## config.mk

```make
export PLATFORM = sky130hd
export DESIGN_NAME = fwd_scoreboard
export DESIGN_NICKNAME = d
export VERILOG_FILES = /design/src/rtl/fwd_scoreboard.sv
export SDC_FILE = /design/constraint.sdc
export NUM_CORES = 1
export LEC_CHECK = 0
export ABC_AREA = 0
export CORE_ASPECT_RATIO = 1.2
export CORE_MARGIN = 4
export CORE_UTILIZATION = 40
export DETAILED_ROUTE_END_ITERATION = 16
export PLACE_DENSITY = 0.83
export SETUP_SLACK_MARGIN = 0.15
export SLEW_MARGIN = 10
export SYNTH_ARGS = -nofsm -noshare
export SYNTH_HDL_FRONTEND = slang
export SYNTH_SLANG_ARGS = --single-unit
```

## constraint.sdc

```tcl
create_clock -name clk -period 2.3 [get_ports clk]
set_input_delay 0.23 -clock clk [delete_from_list [all_inputs] [get_ports clk]]
set_output_delay 0.23 -clock clk [all_outputs]
set_load 0.01 [all_outputs]
```

## src/rtl/fwd_scoreboard.sv

```systemverilog
// Forwarding/hazard scoreboard: shift register of in-flight destination tags,
// youngest-producer forward select, load-use stall. Optional stall counter: FWD_SCOREBOARD_STATS_EN.
module fwd_scoreboard #(
    parameter int unsigned NUM_SRC  = 2,
    parameter int unsigned DEPTH    = 2,
    parameter int unsigned AW       = 5,
    parameter int unsigned LOAD_LAT = 1,
    localparam int unsigned SW      = $clog2(DEPTH + 1)
) (
    input  logic                  clk,
    input  logic                  rst,
    input  logic                  id_valid,
    input  logic [NUM_SRC*AW-1:0] id_src,
    input  logic [NUM_SRC-1:0]    id_src_used,
    input  logic [AW-1:0]         id_dst,
    input  logic                  id_we,
    input  logic                  id_is_load,
    input  logic                  hold,
    input  logic                  flush,
    output logic                  stall,
    output logic [NUM_SRC-1:0]    fwd_en,
    output logic [NUM_SRC*SW-1:0] fwd_sel,
    output logic [31:0]           stall_cnt
);

    logic [DEPTH:1]  v_q, v_d;
    logic [DEPTH:1]  ld_q, ld_d;
    logic [AW-1:0]   dst_q [1:DEPTH];
    logic [AW-1:0]   dst_d [1:DEPTH];

    logic            stall_req;
    logic            found;
    logic [AW-1:0]   src;
    logic            issue;

    // Slot 1 is the youngest; the first match from slot 1 upward is the producer.
    always_comb begin
        stall_req = 1'b0;
        fwd_en    = '0;
        fwd_sel   = '0;
        found     = 1'b0;
        src       = '0;
        for (int unsigned i = 0; i < NUM_SRC; i++) begin
            src   = id_src[i*AW +: AW];
            found = 1'b0;
            for (int unsigned k = 1; k <= DEPTH; k++) begin
                if (!found && id_src_used[i] && (src != '0) && v_q[k] && (dst_q[k] == src)) begin
                    found = 1'b1;
                    if (ld_q[k] && (k <= LOAD_LAT)) begin
                        stall_req = 1'b1;
                    end else begin
                        fwd_en[i]            = 1'b1;
                        fwd_sel[i*SW +: SW]  = SW'(k);
                    end
                end
            end
        end
    end

    assign stall = stall_req && id_valid && !flush && !hold;
    assign issue = id_valid && !flush && !stall;

    always_comb begin
        v_d  = v_q;
        ld_d = ld_q;
        for (int unsigned k = 1; k <= DEPTH; k++) begin
            dst_d[k] = dst_q[k];
        end
        if (!hold) begin
            for (int unsigned k = 2; k <= DEPTH; k++) begin
                v_d[k]   = v_q[k-1];
                ld_d[k]  = ld_q[k-1];
                dst_d[k] = dst_q[k-1];
            end
            v_d[1]   = issue && id_we && (id_dst != '0);
            ld_d[1]  = issue && id_is_load;
            dst_d[1] = id_dst;
        end
    end

    always_ff @(posedge clk) begin
        if (rst) begin
            v_q  <= '0;
            ld_q <= '0;
            for (int unsigned k = 1; k <= DEPTH; k++) begin
                dst_q[k] <= '0;
            end
        end else begin
            v_q  <= v_d;
            ld_q <= ld_d;
            for (int unsigned k = 1; k <= DEPTH; k++) begin
                dst_q[k] <= dst_d[k];
            end
        end
    end

`ifdef FWD_SCOREBOARD_STATS_EN
    logic [31:0] cnt_q, cnt_d;

    always_comb begin
        cnt_d = cnt_q;
        if (stall && !hold && (cnt_q != '1)) begin
            cnt_d = cnt_q + 32'd1;
        end
    end

    always_ff @(posedge clk) begin
        if (rst) begin
            cnt_q <= '0;
        end else begin
            cnt_q <= cnt_d;
        end
    end

    assign stall_cnt = cnt_q;
`else
    assign stall_cnt = '0;
`endif

endmodule

```

==> flow_summary.ini <==
[run_status]
status = finished, final reports clean

[final_layout]
n_antenna_cell = 0
final_cell_mix = conb_1 (32), xnor2_1 (19), buf_4 (17)
nets = 192
drive_above_1_share_pct = 23.4
utilization_pct = 56.3
area_growth_pct = 34.7
final_common_cell = conb_1

[die]
dieArea_um2 = 3560
rows = 20
core_area_um2 = 2550
ioPinCount = 63
die_w_um = 55.1
dieHeight_um = 64.6
start_util_pct = 41.8

[worst_setup_path]
critPathMaxFanout = 2
reg2reg_depth = 7
critical_path_required_ps = 2070
reg2reg_to = ld_q[1]$_SDFFE_PP0N_
r2r-start = dst_q[1][1]$_SDFFE_PP0N_
slowest_delay_ps = 480
reg2reg_slack_ps = 520
cp.arrival_ps = 1860
start_kind = input port
path_cells = clkdlybuf4s50_1 -> buf_4 -> xnor2_2 -> nand4_1 -> nor3_4 -> nor4_2 -> or2_1 -> buf_2
crit_path_end_kind = output pin
critPathSlowestCell = clkdlybuf4s50_1
setup.worst_path.class = input port to output pin

[min_path]
hp-start = v_q[2]$_SDFFE_PP0N_
min_to = v_q[2]$_SDFFE_PP0N_
hold_depth = 2
min-delay-path-class = flip-flop to flip-flop

[logic_synthesis]
synth-seq-area-share_pct = 24.4
avgSynthCellArea_um2 = 8.96
syn_inst = 119
synth.area.top_cells = dfxtp_1 (24%), buf_4 (23%), xnor2_1 (16%)
ys_types = 23
syn-cell-area_um2 = 1070
synth_top_area_share_pct = 24.4
synth_top_cell_by_area = dfxtp_1
yosysWarnings = 0
synth-seq-cells = 13

[routing]
via_per_inst = 4.41
drt_iter0_markers = 7
first_pass_iters = 4
dr_total_vias = 882
drcViolationCount = 0
antenna_left = 0
totalWireLength_mm = 2.34
wire_per_inst_um = 11.7

[clocking]
htree_levels = 1
cts_tree = built
cts_sinks = 13
cts_hold_buf = 0
cts_max_path_buffers = 2
path_clk_slew_ps = 70
root_buffer = clkbuf_4
numCtsBuffers = 3
worstSkewPairLatency_ps = 270

[sta]
fmax_ghz = 0.479
hold_violations = 0
setup_viol = 0
period_minus_slack_ps = 2090
min_period_over_period_pct = 90.8
rsz0062_at_grt = yes
final-max-slew-violation-count = 0
setup_ws_ps = 211
finClkSkew_ps = 3.25

[power_and_ir_drop]
netSwitchingPower_mw = 0.159
leakage_nw = 0.650
switching_share_pct = 29.3
pwr-share-comb_pct = 29.3
power.internal_mw = 0.385
ir_worst_vdd_mv = 0.222
pwr-share-clk_pct = 25.2
power_per_cell_area_nw_per_um2 = 379
finalPower_mw = 0.544
seqPwrFrac_pct = 45.5

[grt]
gr-total-overflow = 0
grt_pass1_wl_mm = 3.59
grt_pass1_vias = 815
grt_antenna_before_repair = 0
grt_max_degree = 14
grt_usage_pct = 13.8

[flow_run]
max_cap_viol_count = 0

[placement]
portBuffers = 30
preCtsSetupSlack_ps = -311
gp_congestion = 0.803
dpl.hpwl_mm = 1.97
==> flip-flops by register name (all words and copies together) (netlist names) <==
signal / count
ld_q: 1
v_q: 2
dst_q: 10
==> logic make-up after synthesis <==
group	Yosys count	share of synthesized area [%]
compound gates	6	6.22
xor+xnor	20	16.4
other cells	1	0.352
simple gates	34	19.0
buf+inv	34	23.2
mux	11	10.3
flops	13	24.4
==> what timing repair did <==
action | 4_1_cts | 5_1_grt
setup endpoints to repair | 7 | 6
pin swaps | 11 | 11
setup buffers | 1 | 0
gates resized for setup | 29 | 8
==> per-stage QoR <==
stage	setup TNS, ps	instance area [um2]	hold WS [ps]	instances
4_1_cts	0	1420	566	200
3_5_place_dp	-1450	1400	541	195
6_report	0	1440	565	200
5_1_grt	0	1440	599	200
2_1_floorplan	0	1180	302	150
3_3_place_gp	-1260	1400	516	195
==> power by group through the flow <==
stage	Sequential (mW)	Clock, mW	Combinational [mW]
floorplan	0.248	0	0.123
global placement	0.252	0	0.153
detailed placement	0.252	0	0.156
CTS	0.247	0.144	0.157
global route	0.249	0.147	0.174
finish	0.248	0.137	0.159
==> per-layer routing <==
| metal | up-vias | track usage [%] | share of wire (%) |
|---|---|---|---|
| met3 | 4 | 3.91 | 9.2 |
| met5 | - | 0 | 0 |
| li1 | 435 | - | - |
| met1 | 403 | 14.4 | 35 |
| met2 | 40 | 24.9 | 54 |
| met4 | 0 | 5.47 | 1.2 |
==> Yosys cell counts <==
| cell | instances |
|---|---|
| nor2_1 | 13 |
| nand2_1 | 4 |
| xnor2_1 | 20 |
| o21ai_4 | 2 |
| nor4_2 | 2 |
| or3b_2 | 1 |
| buf_4 | 32 |
| dfxtp_1 | 13 |
| a32o_1 | 1 |
| or2_1 | 2 |
| nand4_1 | 4 |
| conb_1 | 1 |
| nor2b_1 | 1 |
| nor4_1 | 2 |
| clkbuf_1 | 1 |
| or3_1 | 1 |
| o21ai_1 | 1 |
| a22o_1 | 1 |
| buf_1 | 1 |
| or4_4 | 2 |
| o311a_1 | 1 |
| nor3_2 | 2 |
| mux2i_1 | 11 |
==> critical path: cells and delay by family <==
kind,cells,cell delay [ps]
xor gates and xnor gates,1,100
buffers and inverters,3,760
and+or+nand+nor,4,770
==> worst max path at each step <==
stage | startpoint | end | slack, ps | depth (start not counted)
6_report | id_src[2] | fwd_en[0] | 210 | 8
5_1_grt | id_src[2] | fwd_en[0] | 140 | 7
4_1_cts | id_src[2] | fwd_en[0] | 80 | 7
3_5_place_dp | id_src[1] | fwd_en[0] | -310 | 7
3_3_place_gp | id_src[6] | fwd_en[1] | -280 | 7
2_1_floorplan | id_src[1] | fwd_en[0] | 500 | 5
==> layout make-up <==
class | count | area [um2]
flip-flops and latches | 13 | 260
repair buffers | 47 | 404
multi-input cells | 103 | 704
clock buffers | 4 | 26.3
fillers | 237 | 1120
well taps | 33 | 41.3
Power figures use the tool's default switching activity.
==> RTL change 1 (config.mk and constraints unchanged) <==
The option `FWD_SCOREBOARD_STATS_EN` is turned on by a define.
--- a/src/rtl/fwd_scoreboard.sv
+++ b/src/rtl/fwd_scoreboard.sv
@@ -1,5 +1,7 @@
 // Forwarding/hazard scoreboard: shift register of in-flight destination tags,
 // youngest-producer forward select, load-use stall. Optional stall counter: FWD_SCOREBOARD_STATS_EN.
+`define FWD_SCOREBOARD_STATS_EN
+
 module fwd_scoreboard #(
     parameter int unsigned NUM_SRC  = 2,
     parameter int unsigned DEPTH    = 2,
Function: changed (a bounded check fails within 4 cycles, from zero or initial values and one cycle with rst high).
==> RTL change 1 against the unedited design <==
- the run now ends with setup timing left
- wire length grew to 4.0 times the old value
- sequential cell count rose by 32
- worst setup slack worse by 0.22 ns
- critical path depth up 1
- power grew to 3.0 times the old value
- design area increased to 2.8 times the old value
- via count grew to 3.4 times the old value
- area after synthesis up 140%
- critical path type is now reg -> reg
==> RTL change 1: results (changes against the unedited design) <==
Global routing
  – Largest net degree at the start of global routing: 23 (+9)
  – GRT Util Overall: 0.208 (+0.0697)
  – First-pass GRT wire length: 12900 um (+260%)
  – Grt met1 use: 0.226 (+0.0821)

STA
  – TNS Setup: -0.0110 ns (-0.0110 ns)
  – # setup viols final: 1 (+1)
  – Final worst slack: -0.0110 ns (-0.222 ns)

Synth
  – Syn avg cell area: 8.77 um^2 (-2.1%)
  – Top post-synthesis cells by count: 45 x dfxtp_1, 25 x a21oi_1, 20 x nor2_1, 19 x or4_1
  – Sequential area share after synthesis: 0.351 (+0.106)
  – Synth top area cells: dfxtp_1 35%, xnor2_1 5.8%, or4_1 5.6%

Pwr
  – Leak Pwr: 1.43 nW (+120%)
  – Power Clock: 0.632 mW (+360%)
  – Clk network pwr share: 0.388 (+0.136)

Clock tree
  – Worst skew pair latency: 0.30 ns (+0.03 ns)
  – Clock edge transition at the registers on the reported setup and hold paths: 0.09 ns (+0.02 ns)

Layout
  – Buffering overhead: 0.273 (-0.00852)
  – Clock Network Area Fraction: 0.0294 (+0.0111)
  – Non-clk bufs: 115 (+140%)
  – Multi-input gate count: 228 (+120%)
  – Area of the multi-input gates: 1820 um^2 (+160%)

Detailed routing
  – WL/cell: 19.6 um (+68%)
  – WL met1: 3330 um (+300%)
  – Pre-Repair DR Iteration Count: 5 (+1)
  – DR vias/cell: 6.30 (+43%)

Placement
  – DP Wirelength: 5200 um (+160%)
  – Placed insts: 456 (+130%)

Outcome
  – Violated checks: setup timing
  – Status: complete, but fails checks

Worst setup path
  – Critical path startpoint: dst_q[1][4]
==> RTL change 1: what timing repair did <==
item / in CTS / in global routing
hold buffers: 0 / 0
pin swaps: 23 / 23
gates resized for setup: 58 / 44
cloned: 2 / 1
setup endpoints to repair: 31 / 37
setup buffers: 8 / 6
==> RTL change 1: cells by family (layout without fill, tap and decap cells) <==
| family | count (synthesis) | count (layout) | synth area share |
|---|---|---|---|
| mux | 14 | 14 | 0.0560 |
| fa+ha+maj | 1 | 1 | 0.00487 |
| flops | 45 | 45 | 0.351 |
| compound gates | 62 | 62 | 0.157 |
| xor+xnor | 21 | 21 | 0.0716 |
| buf+inv | 20 | 126 | 0.0482 |
| simple gates | 130 | 130 | 0.312 |
==> RTL change 1: worst min path at each step <==
stage | start | to
final | stall_cnt[11] | stall_cnt[11]
after global routing | id_we | v_q[1]
after CTS | stall_cnt[12] | stall_cnt[12]
after detailed placement | stall_cnt[6] | stall_cnt[6]
after global placement | stall_cnt[6] | stall_cnt[6]
after floorplan | id_dst[0] | dst_q[1][0]
==> RTL change 2 (same settings) <==
Without the edit above. Change the parameter `DEPTH` from 2 to 4.
--- a/src/rtl/fwd_scoreboard.sv
+++ b/src/rtl/fwd_scoreboard.sv
@@ -2,7 +2,7 @@
 // youngest-producer forward select, load-use stall. Optional stall counter: FWD_SCOREBOARD_STATS_EN.
 module fwd_scoreboard #(
     parameter int unsigned NUM_SRC  = 2,
-    parameter int unsigned DEPTH    = 2,
+    parameter int unsigned DEPTH    = 4,
     parameter int unsigned AW       = 5,
     parameter int unsigned LOAD_LAT = 1,
     localparam int unsigned SW      = $clog2(DEPTH + 1)
Interface: changed (resized fwd_sel); port bits go from 63 to 65. No check against the original RTL was run, so the function may have changed too.
==> RTL change 2 against the unedited design <==
- sequential cell count rose by 12
- wire length up 84%
- power is 76% higher
- area after synthesis increased by 74%
- worst setup slack got worse by 0.096 ns
- design area up 65%
- cell count is 64% higher
- non-clock buffer count is 19 higher
- largest power group unchanged
==> RTL change 2: results (changes against the unedited design) <==
Synth
  – Cells after synthesis: 218 (+83%)
  – Synth top area cells: dfxtp_1 27%, xor2_1 15%, buf_4 14%
  – Top post-synthesis cells by count: 34 x buf_4, 32 x xor2_1, 29 x nor2_1, 25 x dfxtp_1, 23 x mux2i_1
  – Synth Area in XOR/XNOR: 0.189 (+0.0246)

Detailed routing
  – Met2 WL post-DR: 2310 um (+82%)
  – DRT Wirelength: 4300 um (+84%)
  – 1st-iter DRT viols: 34 (+27)
  – DR WL met3: 250 um (+16%)
  – Total number of vias: 1521 (+72%)

Placement
  – DP Wirelength: 3350 um (+70%)
  – Placed insts: 318 (+63%)
  – Placed inst area: 2240 um^2 (+60%)
  – Place WS: -0.462 ns (-0.151 ns)
  – Port Buffers: 32 (+6.7%)

Global routing
  – GRT met2 Usage: 0.293 (+0.0445)
  – First-pass GRT wire length: 6630 um (+85%)
  – Grt met1 use: 0.143 (-0.000596)

Clock tree
  – CTS root buffer: clkbuf_8
  – Post-CTS resize count: 50 (+72%)
  – Setup bufs post-CTS: 5 (+4)

Pwr
  – Flop+latch power: 0.462 mW (+86%)
  – Clk network pwr share: 0.278 (+0.026)
  – Leak Pwr: 1.17 nW (+80%)

Worst setup path
  – Worst Setup EP: fwd_sel[3]
  – Critical path peak fanout: 4 (+2)
  – Crit path max-delay cell type: or4b_1
  – Reg2reg start: dst_q[0][5]
  – R2R Setup Slk: 0.79 ns (+0.27 ns)
  – Worst r2r dst: v_q[1]

Layout
  – Largest regs: dst_q: 20 flops, v_q: 4 flops, ld_q: 1 flops

Outcome
  – Status: finished clean

STA
  – F_max: 458 MHz (-4.4%)
RTL change 2: cell count changes after synthesis, sizes merged, moves of 4 or more:
cell and delta:
and3 +9, buf +11, dfxtp +12, mux2i +12, nand4 -4, nor2 +16
nor4 +6, xnor2 -12, xor2 +32
RTL change 2: final cells by class:
type / count / area [um^2] / share of cell area
clock buffer: 3 / 41.3 / 0.0174
multi-input combinational: 174 / 1200 / 0.507
timing repair buffer: 66 / 529 / 0.223
clock inverter: 1 / 7.51 / 0.00316
sequential: 25 / 515 / 0.217
tap: 56 / 70.1 / 0.0295
inverter: 2 / 7.51 / 0.00316
RTL change 2: tightest hold or removal path, cell delays in order, from the launching register on:
cell and delay, ns:
dfxtp_1 0.34, mux2i_1 0.07, nor2_1 0.08
RTL change 2: worst min path at each step:
stage,endpoint,cells past startpoint
after global routing,ld_q[1],3
after CTS,v_q[4],2
after floorplan,ld_q[1],2
final,v_q[4],2
after detailed placement,v_q[4],2
after global placement,v_q[4],2
